<file path="src/rtl/noc_axis_pkg.sv">
// noc_axis_pkg: shared arbiter state type and AXI-Stream beat record.
//   arb_state_t  : IDLE (no grant held) / LOCKED (grant held until TLAST handshake)
//   axis_beat_t  : one beat's payload, sized by the AXIS_* localparams
package noc_axis_pkg;
  localparam int AXIS_DATA_W = 32;
  localparam int AXIS_ID_W   = 4;
  localparam int AXIS_DEST_W = 4;
  localparam int AXIS_USER_W = 4;
  typedef enum logic {IDLE, LOCKED} arb_state_t;
  typedef struct packed {
    logic [AXIS_DATA_W-1:0] tdata;
    logic                   tlast;
    logic [AXIS_ID_W-1:0]   tid;
    logic [AXIS_DEST_W-1:0] tdest;
    logic [AXIS_USER_W-1:0] tuser;
  } axis_beat_t;
endpackage

</file>
<file path="src/rtl/stream_output_arbiter_if.sv">
// stream_output_arbiter_if: N flattened AXI-Stream inputs plus one AXI-Stream output.
//   in_*  : per-input valid/ready/last, payload flattened as input i at [i*W +: W]
//   out_* : the single arbitrated output stream
//   slave modport = arbiter side, master modport = queues/link side
interface stream_output_arbiter_if #(
  parameter int N_INPUTS   = 5,
  parameter int DATA_WIDTH = 32,
  parameter int ID_WIDTH   = 4,
  parameter int DEST_WIDTH = 4,
  parameter int USER_WIDTH = 4
);
  logic [N_INPUTS-1:0]            in_tvalid;
  logic [N_INPUTS-1:0]            in_tready;
  logic [N_INPUTS*DATA_WIDTH-1:0] in_tdata;
  logic [N_INPUTS-1:0]            in_tlast;
  logic [N_INPUTS*ID_WIDTH-1:0]   in_tid;
  logic [N_INPUTS*DEST_WIDTH-1:0] in_tdest;
  logic [N_INPUTS*USER_WIDTH-1:0] in_tuser;
  logic                           out_tvalid;
  logic                           out_tready;
  logic [DATA_WIDTH-1:0]          out_tdata;
  logic                           out_tlast;
  logic [ID_WIDTH-1:0]            out_tid;
  logic [DEST_WIDTH-1:0]          out_tdest;
  logic [USER_WIDTH-1:0]          out_tuser;
  modport slave (
    input  in_tvalid, in_tdata, in_tlast, in_tid, in_tdest, in_tuser, out_tready,
    output in_tready, out_tvalid, out_tdata, out_tlast, out_tid, out_tdest, out_tuser
  );
  modport master (
    output in_tvalid, in_tdata, in_tlast, in_tid, in_tdest, in_tuser, out_tready,
    input  in_tready, out_tvalid, out_tdata, out_tlast, out_tid, out_tdest, out_tuser
  );
endinterface

</file>
<file path="src/rtl/stream_output_arbiter_rr_pick.sv">
// rr_pick: combinational rotate-priority picker.
//   req  : request vector
//   last : previously granted index; search starts at last+1 and wraps
//   any  : at least one request present
//   idx  : first requesting index in rotated order
module rr_pick #(
  parameter int N = 5,
  localparam int W = $clog2(N)
) (
  input  logic [N-1:0] req,
  input  logic [W-1:0] last,
  output logic         any,
  output logic [W-1:0] idx
);
  // Walk offsets from farthest to nearest so the nearest requester overwrites last.
  always_comb begin
    any = |req;
    idx = '0;
    for (int o = N; o >= 1; o--)
      if (req[(int'(last) + o) % N]) idx = W'((int'(last) + o) % N);
  end
endmodule

</file>
<file path="src/rtl/stream_output_arbiter.sv">
// stream_output_arbiter: round-robin, packet-locked share of one AXI-Stream output among N inputs.
//   clk, rst_n : clock, asynchronous active-low reset
//   bus        : stream_output_arbiter_if.slave (per-input streams in, arbitrated stream out)
//   Optional macro ARB_PMU_EN adds:
//     pmu_clear     : synchronous clear of all counters (wins over increment)
//     pmu_grant_cnt : saturating packets-granted count per input, flattened
//     pmu_stall_cnt : saturating count of LOCKED cycles with out_tvalid && !out_tready
module stream_output_arbiter
  import noc_axis_pkg::*;
#(
  parameter int N_INPUTS   = 5,
  parameter int DATA_WIDTH = AXIS_DATA_W,
  parameter int ID_WIDTH   = AXIS_ID_W,
  parameter int DEST_WIDTH = AXIS_DEST_W,
  parameter int USER_WIDTH = AXIS_USER_W
`ifdef ARB_PMU_EN
  , parameter int CNT_WIDTH = 32
`endif
) (
  input logic clk,
  input logic rst_n,
  stream_output_arbiter_if.slave bus
`ifdef ARB_PMU_EN
  , input  logic                          pmu_clear,
  output logic [N_INPUTS*CNT_WIDTH-1:0] pmu_grant_cnt,
  output logic [CNT_WIDTH-1:0]          pmu_stall_cnt
`endif
);
  localparam int GW = $clog2(N_INPUTS);
  arb_state_t    state_q;
  logic [GW-1:0] grant_q, last_grant_q, pick_idx;
  logic          pick_any, locked, hs_last;
  axis_beat_t    beat;
  rr_pick #(.N(N_INPUTS)) u_pick (
    .req (bus.in_tvalid),
    .last(last_grant_q),
    .any (pick_any),
    .idx (pick_idx)
  );
  assign locked     = state_q == LOCKED;
  assign beat.tdata = bus.in_tdata[grant_q*DATA_WIDTH +: DATA_WIDTH];
  assign beat.tlast = bus.in_tlast[grant_q];
  assign beat.tid   = bus.in_tid[grant_q*ID_WIDTH +: ID_WIDTH];
  assign beat.tdest = bus.in_tdest[grant_q*DEST_WIDTH +: DEST_WIDTH];
  assign beat.tuser = bus.in_tuser[grant_q*USER_WIDTH +: USER_WIDTH];
  assign bus.out_tvalid = locked && bus.in_tvalid[grant_q];
  assign bus.out_tdata  = beat.tdata;
  assign bus.out_tlast  = beat.tlast;
  assign bus.out_tid    = beat.tid;
  assign bus.out_tdest  = beat.tdest;
  assign bus.out_tuser  = beat.tuser;
  // Ready depends only on state and out_tready, never on in_tvalid.
  assign bus.in_tready  = (locked && bus.out_tready) ? N_INPUTS'(1) << grant_q : '0;
  assign hs_last        = bus.out_tvalid && bus.out_tready && beat.tlast;
  always_ff @(posedge clk or negedge rst_n)
    if (!rst_n) begin
      state_q      <= IDLE;
      grant_q      <= '0;
      last_grant_q <= GW'(N_INPUTS - 1);
    end else if (!locked) begin
      if (pick_any) begin
        grant_q <= pick_idx;
        state_q <= LOCKED;
      end
    end else if (hs_last) begin
      last_grant_q <= grant_q;
      state_q      <= IDLE;
    end
`ifdef ARB_PMU_EN
  logic [CNT_WIDTH-1:0] grant_cnt_q [N_INPUTS];
  logic [CNT_WIDTH-1:0] stall_cnt_q;
  always_ff @(posedge clk or negedge rst_n)
    if (!rst_n) begin
      stall_cnt_q <= '0;
      for (int i = 0; i < N_INPUTS; i++) grant_cnt_q[i] <= '0;
    end else if (pmu_clear) begin
      stall_cnt_q <= '0;
      for (int i = 0; i < N_INPUTS; i++) grant_cnt_q[i] <= '0;
    end else begin
      if (bus.out_tvalid && !bus.out_tready && stall_cnt_q != '1)
        stall_cnt_q <= stall_cnt_q + CNT_WIDTH'(1);
      if (!locked && pick_any && grant_cnt_q[pick_idx] != '1)
        grant_cnt_q[pick_idx] <= grant_cnt_q[pick_idx] + CNT_WIDTH'(1);
    end
  for (genvar g = 0; g < N_INPUTS; g++) begin : g_cnt
    assign pmu_grant_cnt[g*CNT_WIDTH +: CNT_WIDTH] = grant_cnt_q[g];
  end
  assign pmu_stall_cnt = stall_cnt_q;
`endif
endmodule
</file>
<file path="src/flat_wrapper.sv">
// flat-port wrapper written by rule: the top's interface ports become plain ports
module stream_output_arbiter_flat import noc_axis_pkg::*;
#(
  parameter int N_INPUTS   = 5,
  parameter int DATA_WIDTH = AXIS_DATA_W,
  parameter int ID_WIDTH   = AXIS_ID_W,
  parameter int DEST_WIDTH = AXIS_DEST_W,
  parameter int USER_WIDTH = AXIS_USER_W

)
  (clk, rst_n, bus_in_tvalid, bus_in_tdata, bus_in_tlast, bus_in_tid, bus_in_tdest, bus_in_tuser, bus_out_tready, bus_in_tready, bus_out_tvalid, bus_out_tdata, bus_out_tlast, bus_out_tid, bus_out_tdest, bus_out_tuser);
  stream_output_arbiter_if #(.N_INPUTS(N_INPUTS), .DATA_WIDTH(DATA_WIDTH), .ID_WIDTH(ID_WIDTH), .DEST_WIDTH(DEST_WIDTH), .USER_WIDTH(USER_WIDTH)) bus_i ();
  input logic clk;
  input logic rst_n;
  input wire logic [$bits(bus_i.in_tvalid)-1:0] bus_in_tvalid;
  input wire logic [$bits(bus_i.in_tdata)-1:0] bus_in_tdata;
  input wire logic [$bits(bus_i.in_tlast)-1:0] bus_in_tlast;
  input wire logic [$bits(bus_i.in_tid)-1:0] bus_in_tid;
  input wire logic [$bits(bus_i.in_tdest)-1:0] bus_in_tdest;
  input wire logic [$bits(bus_i.in_tuser)-1:0] bus_in_tuser;
  input wire logic [$bits(bus_i.out_tready)-1:0] bus_out_tready;
  output wire logic [$bits(bus_i.in_tready)-1:0] bus_in_tready;
  output wire logic [$bits(bus_i.out_tvalid)-1:0] bus_out_tvalid;
  output wire logic [$bits(bus_i.out_tdata)-1:0] bus_out_tdata;
  output wire logic [$bits(bus_i.out_tlast)-1:0] bus_out_tlast;
  output wire logic [$bits(bus_i.out_tid)-1:0] bus_out_tid;
  output wire logic [$bits(bus_i.out_tdest)-1:0] bus_out_tdest;
  output wire logic [$bits(bus_i.out_tuser)-1:0] bus_out_tuser;
  assign bus_i.in_tvalid = bus_in_tvalid;
  assign bus_i.in_tdata = bus_in_tdata;
  assign bus_i.in_tlast = bus_in_tlast;
  assign bus_i.in_tid = bus_in_tid;
  assign bus_i.in_tdest = bus_in_tdest;
  assign bus_i.in_tuser = bus_in_tuser;
  assign bus_i.out_tready = bus_out_tready;
  assign bus_in_tready = bus_i.in_tready;
  assign bus_out_tvalid = bus_i.out_tvalid;
  assign bus_out_tdata = bus_i.out_tdata;
  assign bus_out_tlast = bus_i.out_tlast;
  assign bus_out_tid = bus_i.out_tid;
  assign bus_out_tdest = bus_i.out_tdest;
  assign bus_out_tuser = bus_i.out_tuser;
  stream_output_arbiter #(.N_INPUTS(N_INPUTS), .DATA_WIDTH(DATA_WIDTH), .ID_WIDTH(ID_WIDTH), .DEST_WIDTH(DEST_WIDTH), .USER_WIDTH(USER_WIDTH)) u_core (.clk(clk), .rst_n(rst_n), .bus(bus_i));
endmodule
</file>
<file path="config.mk">
export PLATFORM = sky130hd
export DESIGN_NAME = stream_output_arbiter_flat
export DESIGN_NICKNAME = d
export VERILOG_FILES = /design/src/rtl/noc_axis_pkg.sv /design/src/rtl/stream_output_arbiter_if.sv /design/src/rtl/stream_output_arbiter_rr_pick.sv /design/src/rtl/stream_output_arbiter.sv /design/src/flat_wrapper.sv
export SDC_FILE = /design/constraint.sdc
export NUM_CORES = 1
export LEC_CHECK = 0
export CAP_MARGIN = 20
export CORE_MARGIN = 8
export CORE_UTILIZATION = 35
export DETAILED_ROUTE_END_ITERATION = 16
export GPL_TIMING_DRIVEN = 0
export PLACE_DENSITY = 0.87
export REMOVE_ABC_BUFFERS = 1
export SYNTH_ARGS = -nofsm -noshare
export SYNTH_HDL_FRONTEND = slang
export SYNTH_SLANG_ARGS = --single-unit
</file>
<file path="constraint.sdc">
create_clock -name clk -period 4.85 [get_ports clk]
set_input_delay 0.97 -clock clk [delete_from_list [all_inputs] [get_ports clk]]
set_output_delay 0.97 -clock clk [all_outputs]
set_load 0.01 [all_outputs]
</file>
==> reports/results.ini, run 1 <==
[synth]
synth-compound-area-share = 0.261
synth_top_family_by_area = multiplexers
synth_xor_xnor_area_share = 0.0278
share_of_the_synthesized_area_in_the_top_cell_type = 0.321
netlist.top_cell.by_area = sky130_fd_sc_hd__mux4_2
adder_cell_share_of_the_synthesized_area = 0.102
seq_area_frac_synth = 0.0484
postSynthAreaPerCell_sq_um = 9.72
gate_count_post_synth = 375
count_of_unique_library_cells_instantiated_by_yosys = 73
ys_async_sr_fraction = 1.00
postSynthRegisterBits = 7
post_synth_and_or_nand_nor_area_fraction = 0.143
synth_enable_flop_cells = 0
summed_instance_area_of_the_synthesized_netlist_sq_um = 3640
synth_top_cells_by_area = sky130_fd_sc_hd__mux4_2, sky130_fd_sc_hd__a22o_1, sky130_fd_sc_hd__ha_1
synthFlopType = sky130_fd_sc_hd__dfrtp_1
synthesis.yosys.warnings = 0
post_synth_mux_area_share = 0.357

[sta]
timing.final.hold_violations = 0
postLayoutSetupSlackWorst_ns = 0.409
skew_ns = 0.00574
relSlewSlack = 0.303
timing.final.crit_share = 0.916
slew_viol_final = 0
worst_pin_slew_ns = 1.04
unrepaired_setup_endpoints_after_global_routing = false
fmaxAchievable_mhz = 225
final.min_clock_period_ns = 4.44
fin_worst_hold_slack_ns = 0.618
timing.final.setup_violations = 0

[clocking]
cts_hold_buffers = 0
cts_max_path_buffers = 2
post_cts.repair.setup_buffers = 0
numCtsBuffers = 3
htreeDepth = 1
worstSkewPairLatency_ns = 0.24
clock-root-buffer = sky130_fd_sc_hd__clkbuf_8
clock_tree_from_tritoncts = done
cts.clk_slew.worst_paths_ns = 0.05
tritoncts_num_sinks = 7

[placed_design]
pre_cts_ws_ns = -0.414
buffer_ports.inserted = 283
dp_hpwl_um = 18600
placed_insts = 763
finalWeightedCongestion = 1.06

[die]
top_level_ports = 284
floorplan.initialDensity = 0.356
die_area_sq_um = 13900
coreArea_sq_um = 10200
die_width_um = 118
die-height_um = 118
count_of_standard_cell_rows = 37

[pwr]
vdd_drop_max_v = 0.000688
power_per_cell_area_nw_per_um2 = 624
power.leakage_uw = 0.00251

[worst_setup_path]
worst-path-max-fanout = 33
critPathRequiredTime_ns = 4.99
start_kind = flip-flop
arrival_time_worst_endpoint_ns = 4.58
worst_setup_path_end_kind = flip-flop
crit_type = flip-flop to flip-flop

[routing]
drt_pass1_iterations = 5
routedWlPerCell_um = 28.8
antenna_violating_nets_post_route = 0
num_vias = 4665
via_per_inst = 6.05
wl_met3_um = 3630
top_signal_layer_used = met4
route.detailed.drc = 0
wl_um = 22200
detailroute.wirelength.met2_um = 9690
drt_iter0_drc = 443
routedLengthMet1_um = 8390

[status]
result_of_the_run = completed

[grt]
grt.total_usage = 0.306
global_route_overflow = 0
number_of_global_route_vias_before_repair = 4880
pin_count_of_the_biggest_net_entering_global_routing = 52
grt_first_pass_wirelength_um = 32400
grt_antenna_before_repair = 4

[cells_and_area]
final-seq-area_sq_um = 185
stdcell_count = 771
final.fill_count = 773
area_delta_synth_final_pct = 82.9
multi_input_area_sq_um = 3260
final_layout_size_suffix_gt1_frac = 0.141
mostFrequentLayoutCell = sky130_fd_sc_hd__clkdlybuf4s50_1
fin_nets = 894
mostFrequentLayoutCells = sky130_fd_sc_hd__clkdlybuf4s50_1, sky130_fd_sc_hd__mux4_2, sky130_fd_sc_hd__a22o_1, sky130_fd_sc_hd__ha_1, sky130_fd_sc_hd__nand2_1
final_core_utilization = 0.651

[worst_hold_path]
hold_path_class = flip-flop to flip-flop

[run]
max_cap_viol_count = 0

## registers in the layout (all words and copies together) (netlist names)
name / count
u_core.grant_q: 3
u_core.locked: 1
u_core.last_grant_q: 3
## repair_timing
item                                   in CTS  in global routing
resized for setup                           2                  2
setup endpoints to repair                   3                  2
endpoints found under the hold margin       0                  0
## cell type report
| class | count | share of cell area |
|---|---|---|
| Tap cell | 136 | 0.0255 |
| Timing Repair Buffer | 286 | 0.436 |
| Antenna cell | 4 | 0.00150 |
| Clock buffer | 4 | 0.00676 |
| Multi-Input combinational cell | 313 | 0.489 |
| Inverter | 21 | 0.0126 |
| Sequential cell | 7 | 0.0278 |
## synth_stat cells (3+ instances only)
cell type                  instances
sky130_fd_sc_hd__a211oi_1          3
sky130_fd_sc_hd__a21o_1            4
sky130_fd_sc_hd__a21oi_1           6
sky130_fd_sc_hd__a21oi_2           4
sky130_fd_sc_hd__a22o_1           45
sky130_fd_sc_hd__and3_1            3
sky130_fd_sc_hd__buf_1             3
sky130_fd_sc_hd__clkbuf_1         27
sky130_fd_sc_hd__dfrtp_1           6
sky130_fd_sc_hd__ha_1             28
sky130_fd_sc_hd__inv_1            19
sky130_fd_sc_hd__mux2i_1          12
sky130_fd_sc_hd__mux4_2           52
sky130_fd_sc_hd__nand2_1          21
sky130_fd_sc_hd__nand2b_1          6
sky130_fd_sc_hd__nand3_1           8
sky130_fd_sc_hd__nand4_1           3
sky130_fd_sc_hd__nor2_1           14
sky130_fd_sc_hd__nor2b_1           6
sky130_fd_sc_hd__nor3_1            8
sky130_fd_sc_hd__nor4_1            3
sky130_fd_sc_hd__o211ai_1          6
sky130_fd_sc_hd__o21ai_0           9
sky130_fd_sc_hd__o21ai_1           5
sky130_fd_sc_hd__xnor2_1           6
## report_power, final
group          total (uW)  leakage, uW  switching [uW]  internal (uW)
registers             200    0.0000800             107           93.1
logic                3870      0.00241            2010           1860
clock network        87.5    0.0000228            30.2           57.3
total                4160      0.00251            2140           2010
## layer usage
layer | global-route usage | vias up
met1 | 0.352 | 2288
li1 | - | 2036
met5 | 0 | -
met2 | 0.468 | 309
met4 | 0.0729 | 0
met3 | 0.190 | 32
## worst max-delay path: stages, from the launching register on
cell	delay (ns)
sky130_fd_sc_hd__dfrtp_4	0.67
sky130_fd_sc_hd__inv_1	0.23
sky130_fd_sc_hd__ha_2	0.61
sky130_fd_sc_hd__ha_1	0.33
sky130_fd_sc_hd__nor3b_1	0.08
sky130_fd_sc_hd__o22ai_1	0.27
sky130_fd_sc_hd__xnor2_2	0.21
sky130_fd_sc_hd__ha_1	0.29
sky130_fd_sc_hd__nor2b_1	0.28
sky130_fd_sc_hd__o21ai_4	0.13
sky130_fd_sc_hd__mux2i_1	0.16
sky130_fd_sc_hd__a2111oi_0	0.66
sky130_fd_sc_hd__o211ai_1	0.19
sky130_fd_sc_hd__o21bai_1	0.22
## cell families after synthesis
logic type / Yosys count
AOI/OAI and AO/OA: 117
muxes: 65
xor gates and xnor gates: 9
adders and majority gates: 29
and+or+nand+nor: 93
buffers and inverters: 55
DFF: 7
## path summary, 6_finish.rpt
| path | start | endpoint | slack, ns | cells past startpoint |
|---|---|---|---|---|
| setup / recovery | u_core.last_grant_q[0]$_DFFE_PN0P_ | u_core.grant_q[0]$_DFFE_PN0P_ | 0.41 | 13 |
| min in group asynchronous | rst_n | u_core.grant_q[0]$_DFFE_PN0P_ | 0.99 | 1 |
| max in group asynchronous | rst_n | u_core.last_grant_q[2]$_DFFE_PN1P_ | 3.56 | 1 |
| hold reg to reg | u_core.locked$_DFF_PN0_ | u_core.locked$_DFF_PN0_ | 0.62 | 2 |
| hold / removal | u_core.locked$_DFF_PN0_ | u_core.locked$_DFF_PN0_ | 0.62 | 2 |
| setup reg to reg | u_core.last_grant_q[0]$_DFFE_PN0P_ | u_core.grant_q[0]$_DFFE_PN0P_ | 0.41 | 13 |
## stage by stage
stage	setup TNS (ns)	cell area [sq um]	total power, uW
after floorplan	0	3510	2550
after global placement	-65.32	6510	3850
after detailed placement	-0.939	6600	3950
after CTS	0	6640	4080
after global routing	0	6660	4430
final	0	6660	4160
No activity file was read; power rests on OpenSTA's default activity.
==> inputs of run 2 (changes only) <==
--- a/config.mk
+++ b/config.mk
@@ -10,6 +10,7 @@
 export CORE_UTILIZATION = 35
 export DETAILED_ROUTE_END_ITERATION = 16
 export GPL_TIMING_DRIVEN = 0
+export HOLD_SLACK_MARGIN = 0.1
 export PLACE_DENSITY = 0.87
 export REMOVE_ABC_BUFFERS = 1
 export SYNTH_ARGS = -nofsm -noshare
==> results of run 2 <==
Final layout, timing and power as in run 1 (identical DEF).
==> inputs of run 3 (changes only) <==
--- a/config.mk
+++ b/config.mk
@@ -15,4 +15,5 @@
 export REMOVE_ABC_BUFFERS = 1
 export SYNTH_ARGS = -nofsm -noshare
 export SYNTH_HDL_FRONTEND = slang
+export SYNTH_HIERARCHICAL = 1
 export SYNTH_SLANG_ARGS = --single-unit
==> run 3 against run 2 <==
Synthesized area about the same; critical path depth up 1; global-route usage down 1.1 points; worst setup slack worse by 0.22 ns; first-iteration DRC count up 21%; design area up 1.1%; sequential share of layout area about the same; combinational power down 5%; clock skew down 0.0037 ns; critical endpoint is now u_core/grant_q[1]$_DFFE_PN0P_; highest routed layer unchanged.
==> reports/results.ini, run 3 <==
[pwr]
power.leakage_uw = 0.00272  ; +8.4%
p_comb_frac = 0.924  ; -0.007
share_clk_of_total_power = 0.020  ; about the same
power.net_switching_uw = 1950  ; -8.9%
vdd_drop_max_v = 0.000477  ; -31%
totalPowerFinal_uw = 3980  ; -4.3%
power_per_cell_area_nw_per_um2 = 591  ; -5.3%
sw_ratio = 0.491  ; -0.0249
power.sequential.fraction = 0.055  ; +0.007
internal-power_uw = 2030  ; +0.63%

[synth]
postSynthAreaPerCell_sq_um = 9.39  ; -3.3%
synth_top_cells_by_area = sky130_fd_sc_hd__mux4_2, sky130_fd_sc_hd__a22o_1, sky130_fd_sc_hd__ha_1
synth_enable_flop_cells = 0  ; unchanged
postSynthRegisterBits = 7  ; unchanged
share_of_the_synthesized_area_in_the_top_cell_type = 0.297  ; -0.0248
synth_commonest_cells = sky130_fd_sc_hd__mux4_2, sky130_fd_sc_hd__a22o_1, sky130_fd_sc_hd__ha_1
yosysMostFrequentCell = sky130_fd_sc_hd__mux4_2
ys_async_sr_fraction = 1.00  ; unchanged
count_of_unique_library_cells_instantiated_by_yosys = 66  ; -9.6%
seq_area_frac_synth = 0.0484  ; about the same
gate_count_post_synth = 388  ; +3.5%
synthesis.yosys.warnings = 6  ; +6
synthFlopType = sky130_fd_sc_hd__dfrtp_1
netlist.top_cell.by_area = sky130_fd_sc_hd__mux4_2
summed_instance_area_of_the_synthesized_netlist_sq_um = 3640  ; about the same

[worst_setup_path]
critPathRequiredTime_ns = 5.01  ; +0.02 ns
worst-path-max-fanout = 12  ; -64%
worst_setup_path_end_kind = flip-flop
timing.critical_path.slowest_stage_cell = sky130_fd_sc_hd__dfrtp_1
cp_num_buf_inv = 1  ; unchanged
critical-path-top-delay-family = compound AO/OA/AOI/OAI gates
crit_path_largest_cell_delay_ns = 0.59  ; -0.08 ns
crit_type = flip-flop to flip-flop
r2r_slack_ns = 0.19  ; -0.22 ns
start_kind = flip-flop
critical_path_cell_list = clkinvlp_4, ha_4, ha_1, o31ai_1, xnor2_2, ha_1, nor2b_1, o21ai_1, nor4_1, or4_4, o41a_1, o31ai_1, a31o_1, mux2_2
critical_path.reg2reg.startpoint = u_core/last_grant_q[1]$_DFFE_PN0P_
setup.worst_path.start = u_core/last_grant_q[1]$_DFFE_PN0P_
arrival_time_worst_endpoint_ns = 4.82  ; +0.24 ns

[die]
floorplan.initialDensity = 0.356  ; about the same
die-height_um = 118  ; about the same
count_of_standard_cell_rows = 37  ; unchanged
die_area_sq_um = 13900  ; about the same
die_width_um = 118  ; about the same
coreArea_sq_um = 10200  ; unchanged
top_level_ports = 284  ; unchanged

[routing]
routedWlPerCell_um = 27.9  ; -3.1%
drt_iter0_drc = 538  ; +21%
num_vias = 4868  ; +4.4%
drt_pass1_iterations = 7  ; +2
antenna_violating_nets_post_route = 0  ; unchanged
via_per_inst = 6.15  ; +1.7%
route.detailed.drc = 0  ; unchanged
wl_um = 22100  ; -0.57%

[clocking]
cts_max_path_buffers = 2  ; unchanged
tritoncts_num_sinks = 7  ; unchanged
cts.clk_slew.worst_paths_ns = 0.04  ; about the same
clock-root-buffer = sky130_fd_sc_hd__clkbuf_8
numCtsBuffers = 3  ; unchanged
clock_tree_from_tritoncts = done
htreeDepth = 1  ; unchanged
cts_hold_buffers = 0  ; unchanged
worstSkewPairLatency_ns = 0.22  ; -0.02 ns

[placed_design]
detailed_place.area_sq_um = 6590  ; -0.13%
dp_hpwl_um = 18100  ; -2.5%
buffer_ports.inserted = 283  ; unchanged
finalWeightedCongestion = 0.987  ; -7.3%

[sta]
final.min_clock_period_ns = 4.66  ; +0.222 ns
skew_ns = 0.00205  ; -0.00368 ns
worst_pin_slew_ns = 0.910  ; -0.133 ns
totalNegativeSetupSlack_ns = 0  ; unchanged
relSlewSlack = 0.391  ; +0.0882
timing.final.hold_violations = 0  ; unchanged
fmaxAchievable_mhz = 214  ; -4.8%
unrepaired_setup_endpoints_after_global_routing = false
timing.final.crit_share = 0.961  ; +0.0457
slew_viol_final = 0  ; unchanged
timing.final.setup_violations = 0  ; unchanged

[worst_hold_path]
hold_path_class = flip-flop to flip-flop
min_from = u_core/locked$_DFF_PN0_

[cells_and_area]
final_layout_size_suffix_gt1_frac = 0.142  ; +0.00116
mostFrequentLayoutCells = sky130_fd_sc_hd__clkdlybuf4s50_1, sky130_fd_sc_hd__mux4_2, sky130_fd_sc_hd__a22o_1, sky130_fd_sc_hd__ha_1, sky130_fd_sc_hd__inv_1
final.fill_count = 824  ; +6.6%
final_core_utilization = 0.658  ; +0.00697
stdcell_area_sq_um = 6740  ; +1.1%
area_delta_synth_final_pct = 84.8
mostFrequentLayoutCell = sky130_fd_sc_hd__clkdlybuf4s50_1
fin_nets = 917  ; +2.6%

[grt]
grt.total_usage = 0.295  ; -0.0108
number_of_global_route_vias_before_repair = 4998  ; +2.4%
pin_count_of_the_biggest_net_entering_global_routing = 46  ; -12%
grt_antenna_before_repair = 1  ; -3
grt_first_pass_wirelength_um = 31900  ; -1.4%
global_route_overflow = 0  ; unchanged

[run]
max_cap_viol_count = 0  ; unchanged

[status]
result_of_the_run = completed

run 3: cell count changes after synthesis, moves of 4 or more:
| cell | delta |
|---|---|
| sky130_fd_sc_hd__a22oi_1 | +5 |
| sky130_fd_sc_hd__and3_1 | +5 |
| sky130_fd_sc_hd__nor3_1 | -7 |
| sky130_fd_sc_hd__o21ai_1 | -4 |
| sky130_fd_sc_hd__mux2_2 | +4 |
| sky130_fd_sc_hd__clkbuf_1 | -8 |
| sky130_fd_sc_hd__a21oi_1 | +8 |
| sky130_fd_sc_hd__a21oi_2 | -4 |
| sky130_fd_sc_hd__nand2b_1 | -5 |
| sky130_fd_sc_hd__buf_2 | +9 |
| sky130_fd_sc_hd__o21ai_0 | +5 |
| sky130_fd_sc_hd__inv_1 | +8 |
| sky130_fd_sc_hd__mux4_2 | -4 |
run 3: power by group through the flow:
stage / logic, uW / registers, uW / clock network, uW
3_5_place_dp: 3460 / 243 / 0
4_1_cts: 3530 / 248 / 81.7
6_report: 3680 / 221 / 81.0
5_1_grt: 3900 / 233 / 86.2
2_1_floorplan: 2040 / 270 / 0
3_3_place_gp: 3280 / 343 / 0
run 3: routing by layer:
| layer | routed length (um) | track usage | part of all wire | vias up |
|---|---|---|---|---|
| li1 | - | - | - | 2105 |
| met1 | 8260 | 0.343 | 0.37 | 2399 |
| met2 | 10400 | 0.492 | 0.47 | 335 |
| met3 | 3160 | 0.134 | 0.14 | 29 |
| met4 | 301 | 0.0544 | 0.014 | 0 |
| met5 | 0 | 0 | 0 | - |
run 3: stage by stage:
stage / hold slack (ns) / std cells / worst slack [ns]
after floorplan: 0.549 / 354 / -1.03
after global placement: 0.602 / 773 / -4.14
after detailed placement: 0.621 / 778 / -1.27
after CTS: 0.635 / 783 / 0.0120
after global routing: 0.656 / 791 / 0.00769
final: 0.647 / 791 / 0.187
run 3: path summary, 6_finish.rpt:
check,end,cells past startpoint
max in group asynchronous,u_core/last_grant_q[2]$_DFFE_PN1P_,1
setup reg to reg,u_core/grant_q[1]$_DFFE_PN0P_,14
hold / removal,u_core/locked$_DFF_PN0_,1
setup / recovery,u_core/grant_q[1]$_DFFE_PN0P_,14
min in group asynchronous,u_core/locked$_DFF_PN0_,1
hold reg to reg,u_core/locked$_DFF_PN0_,1
run 3: area by class of cell:
cell class | count | area [sq um] | area share
Multi-Input combinational cell | 318 | 3230 | 0.480
Timing Repair Buffer | 296 | 2980 | 0.443
Sequential cell | 7 | 185 | 0.0275
Tap cell | 136 | 170 | 0.0253
Inverter | 29 | 119 | 0.0176
Clock buffer | 4 | 45.0 | 0.00669
Antenna cell | 1 | 2.50 | 0.000372
run 3: worst register-to-register path, delay by kind of cell, from the launching register on:
kind            cells  cell delay [ns]
buf+inv             1             0.27
flops               1             0.59
xor+xnor            1             0.21
fa+ha+maj           3             0.87
simple gates        3             0.81
mux                 1             0.15
compound gates      5             1.69
run 3: cell families (layout without fill, tap and decap cells):
logic type	Yosys count	count (layout)	synth area share
adders and majority gates	29	29	0.102
other	0	1	0
AOI/OAI and AO/OA	130	130	0.275
buffers and inverters	63	329	0.0735
DFF	7	7	0.0484
xor gates and xnor gates	8	8	0.0254
muxes	67	67	0.350
and+or+nand+nor	84	84	0.126
run 3: what timing repair did:
action / 4_1_cts / 5_1_grt
setup buffers: 1 / 7
resized for setup: 6 / 2
endpoints found under the setup margin: 3 / 3
pin swaps: 0 / 0
gates cloned: 0 / 0
